--- config.mk ---
export PLATFORM = sky130hd
export DESIGN_NAME = ddr_read_arbiter
export DESIGN_NICKNAME = d
export VERILOG_FILES = /design/src/rtl/ddr_arb_pkg.sv /design/src/rtl/ddr_read_arbiter_toggle_req_port.sv /design/src/rtl/ddr_read_arbiter.sv
export SDC_FILE = /design/constraint.sdc
export NUM_CORES = 1
export LEC_CHECK = 0
export CAP_MARGIN = 10
export CORE_ASPECT_RATIO = 1.5
export CORE_UTILIZATION = 42
export DETAILED_ROUTE_END_ITERATION = 10
export HOLD_SLACK_MARGIN = 0.1
export PLACE_DENSITY = 0.84
export SETUP_SLACK_MARGIN = 0.15
export SLEW_MARGIN = 20
export SYNTH_ARGS = -nofsm -noshare
export SYNTH_HDL_FRONTEND = slang
export SYNTH_SLANG_ARGS = --single-unit
--- constraint.sdc ---
create_clock -name clk -period 6.2 [get_ports clk]
set_input_delay 0.62 -clock clk [delete_from_list [all_inputs] [get_ports clk]]
set_output_delay 0.62 -clock clk [all_outputs]
set_load 0.02 [all_outputs]
--- src/rtl/ddr_arb_pkg.sv ---
// Shared types for the DDR read arbiter: FSM state encoding, fixed burst size, port index.
package ddr_arb_pkg;

  typedef enum logic [1:0] {
    ST_IDLE  = 2'd0,
    ST_ISSUE = 2'd1,
    ST_WAIT  = 2'd2
  } arb_state_e;

  localparam logic [7:0] MEM_BURST = 8'd1;

  typedef logic port_idx_t;

endpackage

--- src/rtl/ddr_read_arbiter_toggle_req_port.sv ---
// One toggle-handshake requester port: ack/pending tracking, ready pulse and held read data.
module toggle_req_port
  import ddr_arb_pkg::*;
(
  input  logic        i_clk,
  input  logic        i_rst,
  input  logic        i_req,
  input  logic        i_take,
  input  logic        i_done,
  input  logic [63:0] i_done_data,
  output logic        o_pending,
  output logic        o_ready,
  output logic [63:0] o_data
);

  logic        r_ack;
  logic        r_req_lat;
  logic        r_ready;
  logic [63:0] r_data;

  assign o_pending = i_req ^ r_ack;
  assign o_ready   = r_ready;
  assign o_data    = r_data;

  // The toggle value is captured at grant so a late re-toggle is not acked early.
  always_ff @(posedge i_clk or posedge i_rst) begin
    if (i_rst) begin
      r_ack     <= 1'b0;
      r_req_lat <= 1'b0;
      r_ready   <= 1'b0;
      r_data    <= '0;
    end else begin
      r_ready <= i_done;
      if (i_take) r_req_lat <= i_req;
      if (i_done) begin
        r_ack  <= r_req_lat;
        r_data <= i_done_data;
      end
    end
  end

endmodule

--- src/rtl/ddr_read_arbiter.sv ---
// Two-port toggle-request arbiter onto a single-beat Avalon-MM read port with timeout recovery.
// Build option: DDR_ARB_PRIORITY_EN gives port 0 fixed priority instead of round-robin.
module ddr_read_arbiter
  import ddr_arb_pkg::*;
#(
  parameter int TIMEOUT = 1023
) (
  input  logic        clk,
  input  logic        reset,
  input  logic [31:3] req0_address,
  input  logic        req0_req,
  output logic        req0_ready,
  output logic [63:0] req0_data,
  input  logic [31:3] req1_address,
  input  logic        req1_req,
  output logic        req1_ready,
  output logic [63:0] req1_data,
  output logic [31:3] mem_address,
  output logic [7:0]  mem_burstcount,
  output logic        mem_read,
  input  logic        mem_waitrequest,
  input  logic        mem_readdatavalid,
  input  logic [63:0] mem_readdata,
  output logic        busy,
  output logic        err,
  output logic [1:0]  dbg_state
);

  localparam int CNT_W = $clog2(TIMEOUT + 1);
  localparam logic [CNT_W-1:0] CNT_LAST = CNT_W'(TIMEOUT - 1);

  arb_state_e       r_state;
  port_idx_t        r_grant;
  logic [31:3]      r_mem_address;
  logic             r_mem_read;
  logic             r_err;
  logic [CNT_W-1:0] r_cnt;

  logic        w_pend0, w_pend1, w_any;
  port_idx_t   w_winner;
  logic        w_take, w_tmo, w_done;
  logic [63:0] w_done_data;

  assign w_any       = w_pend0 | w_pend1;
  assign w_take      = (r_state == ST_IDLE) & w_any;
  assign w_tmo       = (r_cnt == CNT_LAST);
  assign w_done      = (r_state == ST_WAIT) & (mem_readdatavalid | w_tmo);
  assign w_done_data = mem_readdatavalid ? mem_readdata : '0;

`ifdef DDR_ARB_PRIORITY_EN
  assign w_winner = w_pend0 ? 1'b0 : 1'b1;
`else
  logic r_last;

  // A tie goes to the port not served last; reset value 1 lets port 0 win the first tie.
  assign w_winner = (w_pend0 & w_pend1) ? ~r_last : w_pend1;

  always_ff @(posedge clk or posedge reset) begin
    if (reset)       r_last <= 1'b1;
    else if (w_done) r_last <= r_grant;
  end
`endif

  always_ff @(posedge clk or posedge reset) begin
    if (reset) begin
      r_state       <= ST_IDLE;
      r_grant       <= 1'b0;
      r_mem_address <= '0;
      r_mem_read    <= 1'b0;
      r_err         <= 1'b0;
      r_cnt         <= '0;
    end else begin
      case (r_state)
        ST_IDLE: begin
          if (mem_readdatavalid) r_err <= 1'b1;
          if (w_any) begin
            r_mem_address <= w_winner ? req1_address : req0_address;
            r_grant       <= w_winner;
            r_mem_read    <= 1'b1;
            r_state       <= ST_ISSUE;
          end
        end
        ST_ISSUE: begin
          if (mem_readdatavalid) r_err <= 1'b1;
          if (!mem_waitrequest) begin
            r_mem_read <= 1'b0;
            r_cnt      <= '0;
            r_state    <= ST_WAIT;
          end
        end
        ST_WAIT: begin
          // A beat arriving on the timeout cycle still counts as a normal return.
          if (mem_readdatavalid) begin
            r_state <= ST_IDLE;
          end else if (w_tmo) begin
            r_err   <= 1'b1;
            r_state <= ST_IDLE;
          end else begin
            r_cnt <= r_cnt + 1'b1;
          end
        end
        default: r_state <= ST_IDLE;
      endcase
    end
  end

  toggle_req_port u_port0 (
    .i_clk       (clk),
    .i_rst       (reset),
    .i_req       (req0_req),
    .i_take      (w_take & (w_winner == 1'b0)),
    .i_done      (w_done & (r_grant == 1'b0)),
    .i_done_data (w_done_data),
    .o_pending   (w_pend0),
    .o_ready     (req0_ready),
    .o_data      (req0_data)
  );

  toggle_req_port u_port1 (
    .i_clk       (clk),
    .i_rst       (reset),
    .i_req       (req1_req),
    .i_take      (w_take & (w_winner == 1'b1)),
    .i_done      (w_done & (r_grant == 1'b1)),
    .i_done_data (w_done_data),
    .o_pending   (w_pend1),
    .o_ready     (req1_ready),
    .o_data      (req1_data)
  );

  assign mem_address    = r_mem_address;
  assign mem_burstcount = MEM_BURST;
  assign mem_read       = r_mem_read;
  assign busy           = (r_state != ST_IDLE);
  assign err            = r_err;
  assign dbg_state      = r_state;

endmodule

==> results.md <==
* Part of the power in registers at 0.348
* Post-synth EDFFs at 0
* Max cap viols at 0
* Setup Fix Bufs, Post-CTS at 0
* Max-slew headroom at 0.360
* Min Tclk post-route at a little under 3 ns
* CP max FO at between 60 and 70
* Hold slack at 0.483 ns
* P per Cell Area at between 500 and 600 nW/um^2
* Comb power frac at 0.470
* Post-route non-filler standard cell count at between 900 and 1000
* Total Nets Final at around 910
* Most used cell, CP: buf_4
* Die ar. at roughly 17000 um^2
* Final Hold Vio Count at 0
* Worst vdd ir at roughly 0.00028 V
* CP max stage delay at ~0.75 ns
* Clock Path Buffers at 2
* GRT Residual Overflow at 0
* Hold_buf cts at 0
* Root buffer cell: clkbuf_16
* Final Wtd Congestion at ~0.84
* Critical Path Sink Type: flip-flop
* Arrival time of the worst setup path at between 3 and 4 ns
* Pleak at approximately 4.7 nW
* Hold Path Class: reg2reg
* Post-synth ARST share at 1.00
* Post-Route Setup TNS at 0 ns
* CTS resizes at 0
* Placed inst area at 9850 um^2
* WL/cell at roughly 21 um
* Setup ws final at ~3.3 ns
* Syn avg cell area at ~14 um^2
* Core ar. at approximately 16000 um^2
* Ports at 300
* Worst skew pair latency at between 0.4 and 0.5 ns
* Initial antenna violation count at 0
* Top post-synthesis cells by area: dfrtp_1 (65%), a22o_1 (16%), a222oi_1 (4.2%)
* DR iter-0 viols at 430
* Fraction of power spent switching nets at 0.369
* Startpoint types: input port
* Post-synth top area share at 0.647
* Top post-synthesis cells by count: dfrtp_1 (178), a22o_1 (128), inv_1 (40), a222oi_1 (29), buf_2 (20)
* Ant diodes at 0
* Final Max Tran Viols at 0
* Vias in the first global route at ~6000
* Max Clock Skew at about 0.0078 ns
* Final period util at 0.471
* Yosys reg bits at about 180
* Buffers on Ports at a little under 300
* Detail Placement HPWL at between 10000 and 15000 um
* Layout cells sized above 1 at 0.0684
* Area Overhead vs Synth at 51.8%
* Design Area, Final at roughly 10000 um^2
* Synth Flop Type: dfrtp_1
* RSZ-0062 raised after global routing: no
* Final core utilization at 0.659
* Die height at 159 um
* Synthesized area at ~6900 um^2
* Cells after Synth at between 500 and 600
* Initial DRT Pass Iterations at 7
* Warnings, synthesis at 0
* Sink Count at roughly 180
* CTS tree: done
* Worst path cell trace: clkdlybuf4s50_1 > and3_2 > buf_4 > a31oi_4 > buf_4 > a22o_1
* DR vias at ~5700
* Worst-path clk slew at about 0.070 ns
* Worst-margin pin slew at approximately 0.96 ns
* Initial Utilization at 0.434
* Drt drc at 0
* Setup WS pre-CTS at between 2 and 3 ns
* Largest area contributor in the netlist: dfrtp_1
* Net switching power at ~2.2 mW
* Tot Pwr at 5.88 mW
* Cell-internal power at 3.71 mW
* Placement Rows at 56
* Die Wd at around 110 um
* Register area share after synthesis at 0.651
* Leading cell type by number of instances after synthesis: dfrtp_1
* Gr usage total at 0.248
* Post-route ant nets at 0
* Post-Place Cells at roughly 960
* Netlist cell types at 41
* Num CTS Buffers at 17
* Status: finished clean
* First-pass GRT wire length at between 30000 and 40000 um
* H-tree levels at 4
* Clk pwr share at 0.182
* Final setup fails at 0
* Crit path required time at 6.55 ns
* Vias/cell at 5.71
* Crit path kind: in2reg
* Final Routed Wirelength at 20500 um
* Pin count of the biggest net entering global routing at 118
* Fmax at about 0.34 GHz
* CP max-delay cell: a31oi_4
==> worst paths after layout <==
check,startpoint,end,slack (ns),depth (start not counted)
hold reg to reg,mem_read$_DFFE_PP0P_,mem_read$_DFFE_PP0P_,0.48,2
max in group asynchronous,reset,u_port1.o_data[3]$_DFFE_PP0P_,4.07,3
setup reg to reg,dbg_state[1]$_DFFE_PP0P_,u_port1.o_data[39]$_DFFE_PP0P_,3.32,6
setup / recovery,mem_readdatavalid,u_port1.o_data[39]$_DFFE_PP0P_,3.28,6
min in group asynchronous,reset,u_port0.o_data[57]$_DFFE_PP0P_,0.77,2
hold / removal,mem_read$_DFFE_PP0P_,mem_read$_DFFE_PP0P_,0.48,2
==> layout by cell type (no fill, tap or decap), types with 5 or more instances in the layout <==
cell type,count
nand3_1,7
clkbuf_16,17
a21oi_1,7
inv_1,39
dfrtp_1,178
conb_1,8
buf_4,7
clkdlybuf4s50_1,291
o21ai_0,5
a22o_1,128
a222oi_1,29
nor2_1,6
nand2_1,8
mux2_2,5
==> worst max-delay path, delay by kind of cell <==
family	cells	cell delay [ns]
buf+inv	3	1.39
simple gates	1	0.24
compound gates	2	0.97
==> power by group through the flow <==
stage / Clock, mW / Sequential (mW) / Combinational [mW]
floorplan: 0 / 2.61 / 0.846
global placement: 0 / 2.04 / 2.69
detailed placement: 0 / 2.06 / 2.77
CTS: 1.09 / 2.05 / 2.79
global route: 1.14 / 2.11 / 2.93
finish: 1.07 / 2.05 / 2.77
==> area by class of cell <==
class | count | area (um^2)
clock buffer | 18 | 439
clock inverter | 13 | 149
fill | 1165 | 5390
inverter | 40 | 158
multi-input combinational | 242 | 2000
sequential | 179 | 4480
tap | 203 | 254
timing repair buffer | 298 | 2970
==> cells by family (layout without fill, tap and decap cells) <==
group / after synthesis / in the layout / synth area share
compound gates: 188 / 188 / 0.235
flops: 179 / 179 / 0.651
buf+inv: 88 / 369 / 0.0686
simple gates: 36 / 36 / 0.0289
mux: 5 / 5 / 0.00818
xor+xnor: 3 / 3 / 0.00382
fa+ha+maj: 2 / 2 / 0.00364
other cells: 2 / 8 / 0.00109
==> per-layer routing <==
metal,track usage,up-vias,part of all wire
met4,0.110,0,0.034
met3,0.0661,51,0.079
li1,-,2446,-
met1,0.283,2856,0.36
met5,0,-,0
met2,0.432,318,0.52
==> state kept, by name, summed over array words and instances, names as in the netlist <==
name and cells:
u_port1.o_data 64, r_last 1, dbg_state 2, u_port1.r_ack 1, r_cnt 10, u_port0.r_ack 1, u_port1.r_req_lat 1, u_port0.o_data 64
u_port0.r_req_lat 1, mem_address 29, u_port0.o_ready 1, mem_read 1, u_port1.o_ready 1, r_grant 1, err 1
Power figures use the tool's default switching activity.
